**src/rtl/loader_pkg.sv**
```systemverilog
// rtl/loader_pkg.sv - shared types and constants for the UART program loader
// Purpose: RX and loader state encodings, default baud divisor, frame header length.
// Ports: none (package).
package loader_pkg;

  // 50 MHz / 115200 baud
  localparam int DEFAULT_CLKS_PER_BIT = 434;

  // count high byte + count low byte
  localparam int HDR_LEN = 2;

  typedef enum logic [1:0] {
    RX_IDLE,
    RX_START,
    RX_DATA,
    RX_STOP
  } rx_state_t;

  typedef enum logic [2:0] {
    L_CNT_HI,
    L_CNT_LO,
    L_DATA_HI,
    L_DATA_LO,
    L_CHK,
    L_DONE
  } ld_state_t;

endpackage

```
**src/rtl/uart_rx.sv**
```systemverilog
// rtl/uart_rx.sv - 8N1 UART receiver with input synchronizer
// Purpose: synchronizes rx, detects the start edge, samples mid-bit and
//          reports each character with a good or bad stop bit.
// Ports:
//   clk, reset       : clock, asynchronous active-low reset
//   rx               : raw serial input, idle high
//   byte_out[7:0]    : last received character (valid with byte_valid)
//   byte_valid       : one-cycle pulse, stop bit sampled high
//   byte_err         : one-cycle pulse, stop bit sampled low
module uart_rx
  import loader_pkg::*;
#(
  parameter int CLKS_PER_BIT = DEFAULT_CLKS_PER_BIT
) (
  input  logic       clk,
  input  logic       reset,
  input  logic       rx,
  output logic [7:0] byte_out,
  output logic       byte_valid,
  output logic       byte_err
);

  localparam int CNT_W = $clog2(CLKS_PER_BIT);
  localparam logic [CNT_W-1:0] C_HALF = CNT_W'(CLKS_PER_BIT / 2 - 1);
  localparam logic [CNT_W-1:0] C_FULL = CNT_W'(CLKS_PER_BIT - 1);

  rx_state_t        r_state;
  logic             r_sync1;
  logic             r_sync2;
  logic             r_prev;
  logic [CNT_W-1:0] r_cnt;
  logic [2:0]       r_bit;
  logic [7:0]       r_shift;

  logic w_fall;
  logic w_stop_sample;

  assign w_fall        = r_prev & ~r_sync2;
  assign w_stop_sample = (r_state == RX_STOP) && (r_cnt == C_FULL);

  // Reported combinationally so the loader sees the character in the stop-sample cycle.
  assign byte_out   = r_shift;
  assign byte_valid = w_stop_sample & r_sync2;
  assign byte_err   = w_stop_sample & ~r_sync2;

  always_ff @(posedge clk or negedge reset) begin
    if (!reset) begin
      r_sync1 <= 1'b1;
      r_sync2 <= 1'b1;
      r_prev  <= 1'b1;
      r_state <= RX_IDLE;
      r_cnt   <= '0;
      r_bit   <= 3'd0;
      r_shift <= 8'h00;
    end else begin
      r_sync1 <= rx;
      r_sync2 <= r_sync1;
      r_prev  <= r_sync2;
      case (r_state)
        RX_IDLE: begin
          r_cnt <= '0;
          if (w_fall) r_state <= RX_START;
        end
        RX_START: begin
          if (r_cnt == C_HALF) begin
            r_cnt <= '0;
            r_bit <= 3'd0;
            // Line back high at mid-start means a glitch, not a character.
            r_state <= r_sync2 ? RX_IDLE : RX_DATA;
          end else begin
            r_cnt <= r_cnt + 1'b1;
          end
        end
        RX_DATA: begin
          if (r_cnt == C_FULL) begin
            r_cnt   <= '0;
            r_shift <= {r_sync2, r_shift[7:1]};
            r_bit   <= r_bit + 3'd1;
            if (r_bit == 3'd7) r_state <= RX_STOP;
          end else begin
            r_cnt <= r_cnt + 1'b1;
          end
        end
        RX_STOP: begin
          // Back to idle in the sample cycle so a back-to-back start edge is caught next cycle.
          if (r_cnt == C_FULL) begin
            r_cnt   <= '0;
            r_state <= RX_IDLE;
          end else begin
            r_cnt <= r_cnt + 1'b1;
          end
        end
        default: r_state <= RX_IDLE;
      endcase
    end
  end

endmodule

```
**src/rtl/uart_prog_loader.sv**
```systemverilog
// rtl/uart_prog_loader.sv - loads a framed program image from UART into instruction RAM
// Purpose: parses count / data words / XOR checksum, writes words through RAM
//          port B and holds the CPU PC until a good image has been loaded.
// Ports:
//   clk, reset           : clock, asynchronous active-low reset
//   rx                   : UART serial input
//   mem_we               : one-cycle RAM write strobe
//   mem_addr[ADDR_W-1:0] : RAM write address (holds until next write)
//   mem_data[15:0]       : RAM write data (holds until next write)
//   cpu_hold             : 1 freezes the CPU program counter
//   done                 : one-cycle pulse on a load with good checksum
//   frame_err, chk_err   : sticky error flags, cleared only by reset
module uart_prog_loader
  import loader_pkg::*;
#(
  parameter int CLKS_PER_BIT = DEFAULT_CLKS_PER_BIT,
  parameter int ADDR_W       = 16
) (
  input  logic              clk,
  input  logic              reset,
  input  logic              rx,
  output logic              mem_we,
  output logic [ADDR_W-1:0] mem_addr,
  output logic [15:0]       mem_data,
  output logic              cpu_hold,
  output logic              done,
  output logic              frame_err,
  output logic              chk_err
);

  localparam logic [ADDR_W-1:0] ADDR_ONE = {{(ADDR_W-1){1'b0}}, 1'b1};

  logic [7:0] w_byte;
  logic       w_byte_valid;
  logic       w_byte_err;

  uart_rx #(
    .CLKS_PER_BIT(CLKS_PER_BIT)
  ) u_rx (
    .clk       (clk),
    .reset     (reset),
    .rx        (rx),
    .byte_out  (w_byte),
    .byte_valid(w_byte_valid),
    .byte_err  (w_byte_err)
  );

  ld_state_t         r_state;
  logic [15:0]       r_count;   // words still to receive
  logic [ADDR_W-1:0] r_addr;    // next write address
  logic [7:0]        r_chk;     // running XOR of frame bytes
  logic [7:0]        r_hi;      // high byte of the word in flight
  logic              r_mem_we;
  logic [ADDR_W-1:0] r_mem_addr;
  logic [15:0]       r_mem_data;
  logic              r_cpu_hold;
  logic              r_done;
  logic              r_frame_err;
  logic              r_chk_err;

  assign mem_we    = r_mem_we;
  assign mem_addr  = r_mem_addr;
  assign mem_data  = r_mem_data;
  assign cpu_hold  = r_cpu_hold;
  assign done      = r_done;
  assign frame_err = r_frame_err;
  assign chk_err   = r_chk_err;

  always_ff @(posedge clk or negedge reset) begin
    if (!reset) begin
      r_state     <= L_CNT_HI;
      r_count     <= 16'h0000;
      r_addr      <= '0;
      r_chk       <= 8'h00;
      r_hi        <= 8'h00;
      r_mem_we    <= 1'b0;
      r_mem_addr  <= '0;
      r_mem_data  <= 16'h0000;
      r_cpu_hold  <= 1'b1;
      r_done      <= 1'b0;
      r_frame_err <= 1'b0;
      r_chk_err   <= 1'b0;
    end else begin
      r_mem_we <= 1'b0;
      r_done   <= 1'b0;
      if (w_byte_err) begin
        // Abort the frame; words already written stay in RAM.
        r_frame_err <= 1'b1;
        r_state     <= L_CNT_HI;
        r_addr      <= '0;
        r_chk       <= 8'h00;
        r_cpu_hold  <= 1'b1;
      end else if (w_byte_valid) begin
        case (r_state)
          // A byte arriving after a completed load starts a new frame.
          L_CNT_HI, L_DONE: begin
            r_count[15:8] <= w_byte;
            r_chk         <= w_byte;
            r_addr        <= '0;
            r_cpu_hold    <= 1'b1;
            r_state       <= L_CNT_LO;
          end
          L_CNT_LO: begin
            r_count[7:0] <= w_byte;
            r_chk        <= r_chk ^ w_byte;
            r_state      <= ({r_count[15:8], w_byte} == 16'h0000) ? L_CHK : L_DATA_HI;
          end
          L_DATA_HI: begin
            r_hi    <= w_byte;
            r_chk   <= r_chk ^ w_byte;
            r_state <= L_DATA_LO;
          end
          L_DATA_LO: begin
            r_mem_we   <= 1'b1;
            r_mem_addr <= r_addr;
            r_mem_data <= {r_hi, w_byte};
            r_addr     <= r_addr + ADDR_ONE;
            r_chk      <= r_chk ^ w_byte;
            r_count    <= r_count - 16'd1;
            r_state    <= (r_count == 16'd1) ? L_CHK : L_DATA_HI;
          end
          L_CHK: begin
            if (w_byte == r_chk) begin
              r_done     <= 1'b1;
              r_cpu_hold <= 1'b0;
              r_state    <= L_DONE;
            end else begin
              r_chk_err  <= 1'b1;
              r_cpu_hold <= 1'b1;
              r_state    <= L_CNT_HI;
            end
          end
          default: r_state <= L_CNT_HI;
        endcase
      end
    end
  end

endmodule

```
**config.mk**
```make
export PLATFORM = sky130hd
export DESIGN_NAME = uart_prog_loader
export DESIGN_NICKNAME = d
export VERILOG_FILES = /design/src/rtl/loader_pkg.sv /design/src/rtl/uart_rx.sv /design/src/rtl/uart_prog_loader.sv
export SDC_FILE = /design/constraint.sdc
export NUM_CORES = 1
export LEC_CHECK = 0
export ABC_AREA = 1
export CAP_MARGIN = 20
export CORE_MARGIN = 10
export CORE_UTILIZATION = 45
export DETAILED_ROUTE_END_ITERATION = 7
export PLACE_DENSITY = 0.63
export SLEW_MARGIN = 20
export SYNTH_ARGS = -nofsm -noshare
export SYNTH_HDL_FRONTEND = slang
export SYNTH_SLANG_ARGS = --single-unit
```
**constraint.sdc**
```tcl
create_clock -name clk -period 3.2 [get_ports clk]
set_input_delay 0.64 -clock clk [delete_from_list [all_inputs] [get_ports clk]]
set_output_delay 0.64 -clock clk [all_outputs]
set_load 0.005 [all_outputs]
```
==> impl_metrics.ini, run 1 <==
[cells_and_area]
final_net_count = 823
n_antenna_cell = 0
drive_above_1_share_pct = 10.3
areaGrowthSynthToFinish_pct = 17.8
layout.cells.non_filler = 995

[logic_synthesis]
synth_most_common_cell = nand2_1
yosys-top-cells-area = dfrtp_1 (46%), nand2_1 (17%), nor2_1 (5.4%)
postSynthCellCount = 769
synth_top_family_by_area = simple AND/OR/NAND/NOR gates
synthArstFlopShare_pct = 100
synth_top_area_share_pct = 45.8
syn_nets = 780
synth_compound_area_share_pct = 10.3
yosysUniqueCellTypes = 36
avgSynthCellArea_um2 = 7.75
ys_seq_area_share_pct = 47.5
synth_flop_cell = dfrtp_1
syn_area_um2 = 5960
synthAdderAreaFrac_pct = 1.68
yosys.area.top_type = dfrtp_1
yosysWarnings = 0
synth_edf_count = 0
synthSimpleGateAreaFrac_pct = 32.5
synth_xor_area_share_pct = 0.735
ys_ff_latch = 113
synth_common_cells = nand2_1 (276), dfrtp_1 (109), nor2_1 (86)
muxShareOfSynthArea_pct = 0

[placed_design]
dpl.hpwl_um = 9880
place_ws_ns = 1.03
io_buffers = 39
dp.cells = 965
gp_congestion = 0.897

[clock_network]
cts_setup_buffers = 0
cts_tree = yes
cts_buffer_depth = 2
htreeDepth = 4
cts_buffers = 17
clkTransAtPathRegs_ns = 0.05
insertion_delay_ns = 0.42
clock_sinks = 113
cts_resized = 0
cts-root-buf = clkbuf_16
ctsHoldBuffers = 0

[sta]
worst_slew_pin_slew_ns = 0.981
slew_headroom_pct = 34.1
rsz0062_at_grt = false
fmax_mhz = 465
period_needed_ns = 2.15
finalCritPeriodShare_pct = 67.2
worst_slack_ns = 1.05
setup_violations = 0
skew_ns = 0.0151
whs_ns = 0.222
hold_violations = 0
slew_violations = 0
finalSetupTns_ns = 0

[global_routing]
antenna_found_initial = 0
grt_pass1_vias = 4990
grt_max_degree = 69
overflow = 0
grtUsageTotal_pct = 16.2
grt_first_pass_wirelength_um = 23900

[power_and_ir_drop]
leakage_nw = 3.46
vdd_ir_drop_max_mv = 0.362
p_per_area_nw_per_um2 = 503

[route]
wl_per_cell_um = 14.1
post-route-drc-count = 0
finalWirelength_um = 14000
ant_nets = 0
via_per_inst = 5.15
firstDrtPassIters = 5
dr_total_vias = 5123
drtIter0Drc = 437

[worst_setup_path]
cp.required_ns = 3.48
worstSetupEndpointType = register
crit_type = reg -> reg
critPathLaunchType = register
r2r_slack_ns = 1.05
path_max_fanout = 51
critPathArrivalTime_ns = 2.43

[die]
ioPinCount = 40
die_w_um = 135
core_area_um2 = 12800
die_y_um = 135
rows = 41
dieArea_um2 = 18200
initial_utilization_pct = 46.6

[job]
maxCapViolations = 0

[min_path]
hp-class = in -> async

[run_status]
status = completed
placed cells by master, fill, tap and decap left out, types with 4 or more instances in the layout:
| cell type | Yosys | routed |
|---|---|---|
| a21oi_1 | 9 | 9 |
| clkbuf_1 | 1 | 4 |
| clkbuf_16 | 0 | 17 |
| clkbuf_8 | 0 | 4 |
| clkdlybuf4s50_1 | 0 | 38 |
| dfrtp_1 | 109 | 109 |
| dfstp_2 | 4 | 4 |
| ha_1 | 8 | 8 |
| inv_1 | 70 | 70 |
| inv_2 | 7 | 7 |
| nand2_1 | 276 | 276 |
| nand3_1 | 44 | 44 |
| nand3b_1 | 4 | 4 |
| nand4_1 | 11 | 11 |
| nor2_1 | 86 | 86 |
| nor2_4 | 4 | 4 |
| nor3_1 | 12 | 12 |
| o21ai_0 | 52 | 52 |
| o21ai_1 | 4 | 4 |
| o21ai_2 | 27 | 27 |
critical path: stages, from the launching register on:
cell and delay (ns):
dfrtp_1 0.39, inv_1 0.11, ha_1 0.18, nand2_1 0.09
nor2_4 0.13, nand4_4 0.28, nor2_8 0.32, inv_4 0.27
nand2_1 0.16, o21ai_2 0.06
sequential cells by signal, summed over array words and instances, names as in the netlist, 3 cells and up, named ones only:
register	count
mem_addr	16
mem_data	16
r_addr	16
r_count	16
u_rx.r_cnt	9
r_chk	8
r_hi	8
u_rx.byte_out	8
r_state	3
u_rx.r_bit	3
area by class of cell:
class | count | area [µm²]
multi-input combinational | 561 | 2690
tap | 172 | 215
sequential | 113 | 2830
timing repair buffer | 40 | 408
inverter | 79 | 302
fill | 1173 | 5750
clock inverter | 5 | 77.6
clock buffer | 25 | 495
metrics by stage:
step           power, mW  cell area (µm²)  utilization, %
6_report            3.53             7020            55.0
5_1_grt             3.68             7020            55.0
4_1_cts             3.58             7020            55.0
3_5_place_dp        1.73             6450            50.5
3_3_place_gp        1.72             6450            50.5
2_1_floorplan       1.65             5960               -
per-layer routing:
metal / global-route usage [%] / part of all wire, % / up-vias / routed length [µm]
met3: 4.93 / 5.3 / 17 / 746
met1: 19.8 / 45 / 2446 / 6360
met2: 26.5 / 48 / 122 / 6750
met5: 0 / 0 / - / 0
met4: 5.32 / 1.2 / 0 / 164
li1: - / - / 2538 / -
power by group:
part | switching, mW | total [mW] | internal, mW
Combinational | 0.131 | 0.196 | 0.0644
Sequential | 0.0395 | 1.51 | 1.47
Clock | 0.615 | 1.83 | 1.21
worst paths after layout:
check	from	endpoint	depth (start not counted)
setup / recovery	u_rx.r_cnt[1]	mem_addr[4]	9
hold / removal	reset	mem_data[11]	1
setup reg to reg	u_rx.r_cnt[1]	mem_addr[4]	9
hold reg to reg	u_rx.r_sync1	u_rx.r_sync2	0
max in group asynchronous	reset	cpu_hold	2
min in group clk	u_rx.r_sync1	u_rx.r_sync2	0
cells by family after synthesis:
| logic type | Yosys count |
|---|---|
| simple gates | 451 |
| flops | 113 |
| compound gates | 97 |
| buf+inv | 95 |
| fa+ha+maj | 8 |
| xor+xnor | 5 |
Note: power is estimated with default switching activity, not from simulation.
==> run 2: changes to the inputs <==
Settings changed: PLACE_DENSITY 0.63 to 0.65.
Clock period 3.2 ns to 1.8 ns, I/O delays scaled along.
==> run 2 against run 1 <==
Compared with the run above:
- critical path depth rose by 1
- critical path type unchanged
- largest cell class unchanged
- register-to-register slack got worse by 0.97 ns
- cell count grew 3.6%
==> impl_metrics.ini, run 2 (synthesis results as in run 1) <==
[power_and_ir_drop]
p_sw_mw = 1.47
p_clk_share_pct = 50.2
seq_power_share_pct = 43.0
vdd_ir_drop_max_mv = 0.746
p_per_area_nw_per_um2 = 846
p_comb_share_pct = 6.9
p_int_mw = 4.74
swShare_pct = 23.7
leakage_nw = 3.59
finalPower_mw = 6.21

[cells_and_area]
final_common_cell = nand2_1
final_net_count = 857
drive_above_1_share_pct = 15.1
final_cell_mix = nand2_1 (275), dfrtp_1 (108), nor2_1 (84), inv_1 (67), o21ai_0 (51)
layout.cells.non_filler = 1031
final_util_pct = 57.4
areaGrowthSynthToFinish_pct = 23.1
n_antenna_cell = 0
fill_cells = 1160

[global_routing]
grtUsageTotal_pct = 16.0
grt_pass1_vias = 4952
grt_max_degree = 59
antenna_found_initial = 0
overflow = 0
grt_first_pass_wirelength_um = 23600

[worst_setup_path]
path_max_fanout = 51
worstSetupEndpointType = register
critPathArrivalTime_ns = 2.02
cp.required_ns = 2.10
r2r_slack_ns = 0.08
crit_type = reg -> reg
critPathLaunchType = register

[die]
core_area_um2 = 12800
dieArea_um2 = 18200
die_w_um = 135
initial_utilization_pct = 46.6
ioPinCount = 40
die_y_um = 135
rows = 41

[route]
ant_nets = 0
dr_total_vias = 5187
drtIter0Drc = 347
firstDrtPassIters = 5
wl_per_cell_um = 13.9
finalWirelength_um = 14400
post-route-drc-count = 0
via_per_inst = 5.03

[clock_network]
clkTransAtPathRegs_ns = 0.05
clock_sinks = 113
insertion_delay_ns = 0.42
cts_tree = yes
cts-root-buf = clkbuf_16
cts_buffers = 17
htreeDepth = 4
cts_buffer_depth = 2

[placed_design]
dp.cells = 989
gp_congestion = 0.936
dpl.hpwl_um = 10100
io_buffers = 39

[sta]
setup_violations = 0
rsz0062_at_grt = true
fmax_mhz = 581
slew_headroom_pct = 57.2
finalSetupTns_ns = 0
slew_violations = 0
worst_slew_pin_slew_ns = 0.637
finalCritPeriodShare_pct = 95.6
period_needed_ns = 1.72
hold_violations = 0
whs_ns = 0.348
skew_ns = 0.0115

[run_status]
status = completed

[min_path]
hp-class = in -> reg

[job]
maxCapViolations = 0
## run 2: metal layers
metal  track usage [%]  share of wire, %  vias to the layer above
met5                 0                 0                        -
met3              4.86               5.9                       19
li1                  -                 -                     2603
met2              25.6                47                      118
met4              7.42               1.7                        0
met1              19.5                45                     2447
## run 2: final timing paths
kind                          startpoint           end  depth (start not counted)
max in group asynchronous          reset      cpu_hold                          3
min                                   rx  u_rx.r_sync1                          1
min in group asynchronous          reset  mem_data[14]                          3
min reg2reg                 u_rx.r_sync1  u_rx.r_sync2                          0
max reg2reg                u_rx.r_cnt[1]  mem_addr[13]                         10
max                        u_rx.r_cnt[1]  mem_addr[13]                         10
## run 2: stage by stage
stage	area [µm²]	setup WS, ns
3_5_place_dp	6650	-0.0971
2_1_floorplan	5960	0.150
3_3_place_gp	6650	-0.0485
4_1_cts	7260	-0.0192
5_1_grt	7340	-0.0344
6_report	7340	0.0797
## run 2: timing repair
item / in CTS / in global routing
hold buffers: 1 / 0
resized for setup: 6 / 12
buffers inserted: 3 / 4
hold endpoints to repair: 109 / 0
gates cloned: 2 / 0
pin swaps: 2 / 3
endpoints found under the setup margin: 49 / 83
## run 2: worst max-delay path, stage by stage, from the launching register on
cell	delay, ns
dfrtp_1	0.39
inv_2	0.07
ha_2	0.17
nand2_1	0.08
nor2_4	0.14
nand4_4	0.12
buf_12	0.17
nor2_8	0.14
inv_8	0.14
nand2_1	0.12
o21ai_2	0.05
## run 2: cell type report
class	count	area [µm²]	share of cell area, %
clock inverter	9	83.8	1.14
inverter	79	309	4.21
clock buffer	23	468	6.38
sequential	113	2830	38.6
timing repair buffer	72	687	9.36
tap	172	215	2.93
multi-input combinational	563	2740	37.3
## run 2: power groups by stage
stage | logic, mW | clock network (mW) | registers, mW
global route | 0.489 | 3.30 | 2.67
CTS | 0.429 | 3.19 | 2.66
finish | 0.426 | 3.12 | 2.67
floorplan | 0.229 | 0 | 2.70
detailed placement | 0.424 | 0 | 2.70
global placement | 0.410 | 0 | 2.70
==> run 3: changes to the inputs <==
Settings changed: CTS_CLUSTER_DIAMETER set to 200.
==> results of run 3 <==
The final DEF is identical to that of run 2; final timing and power are the same.
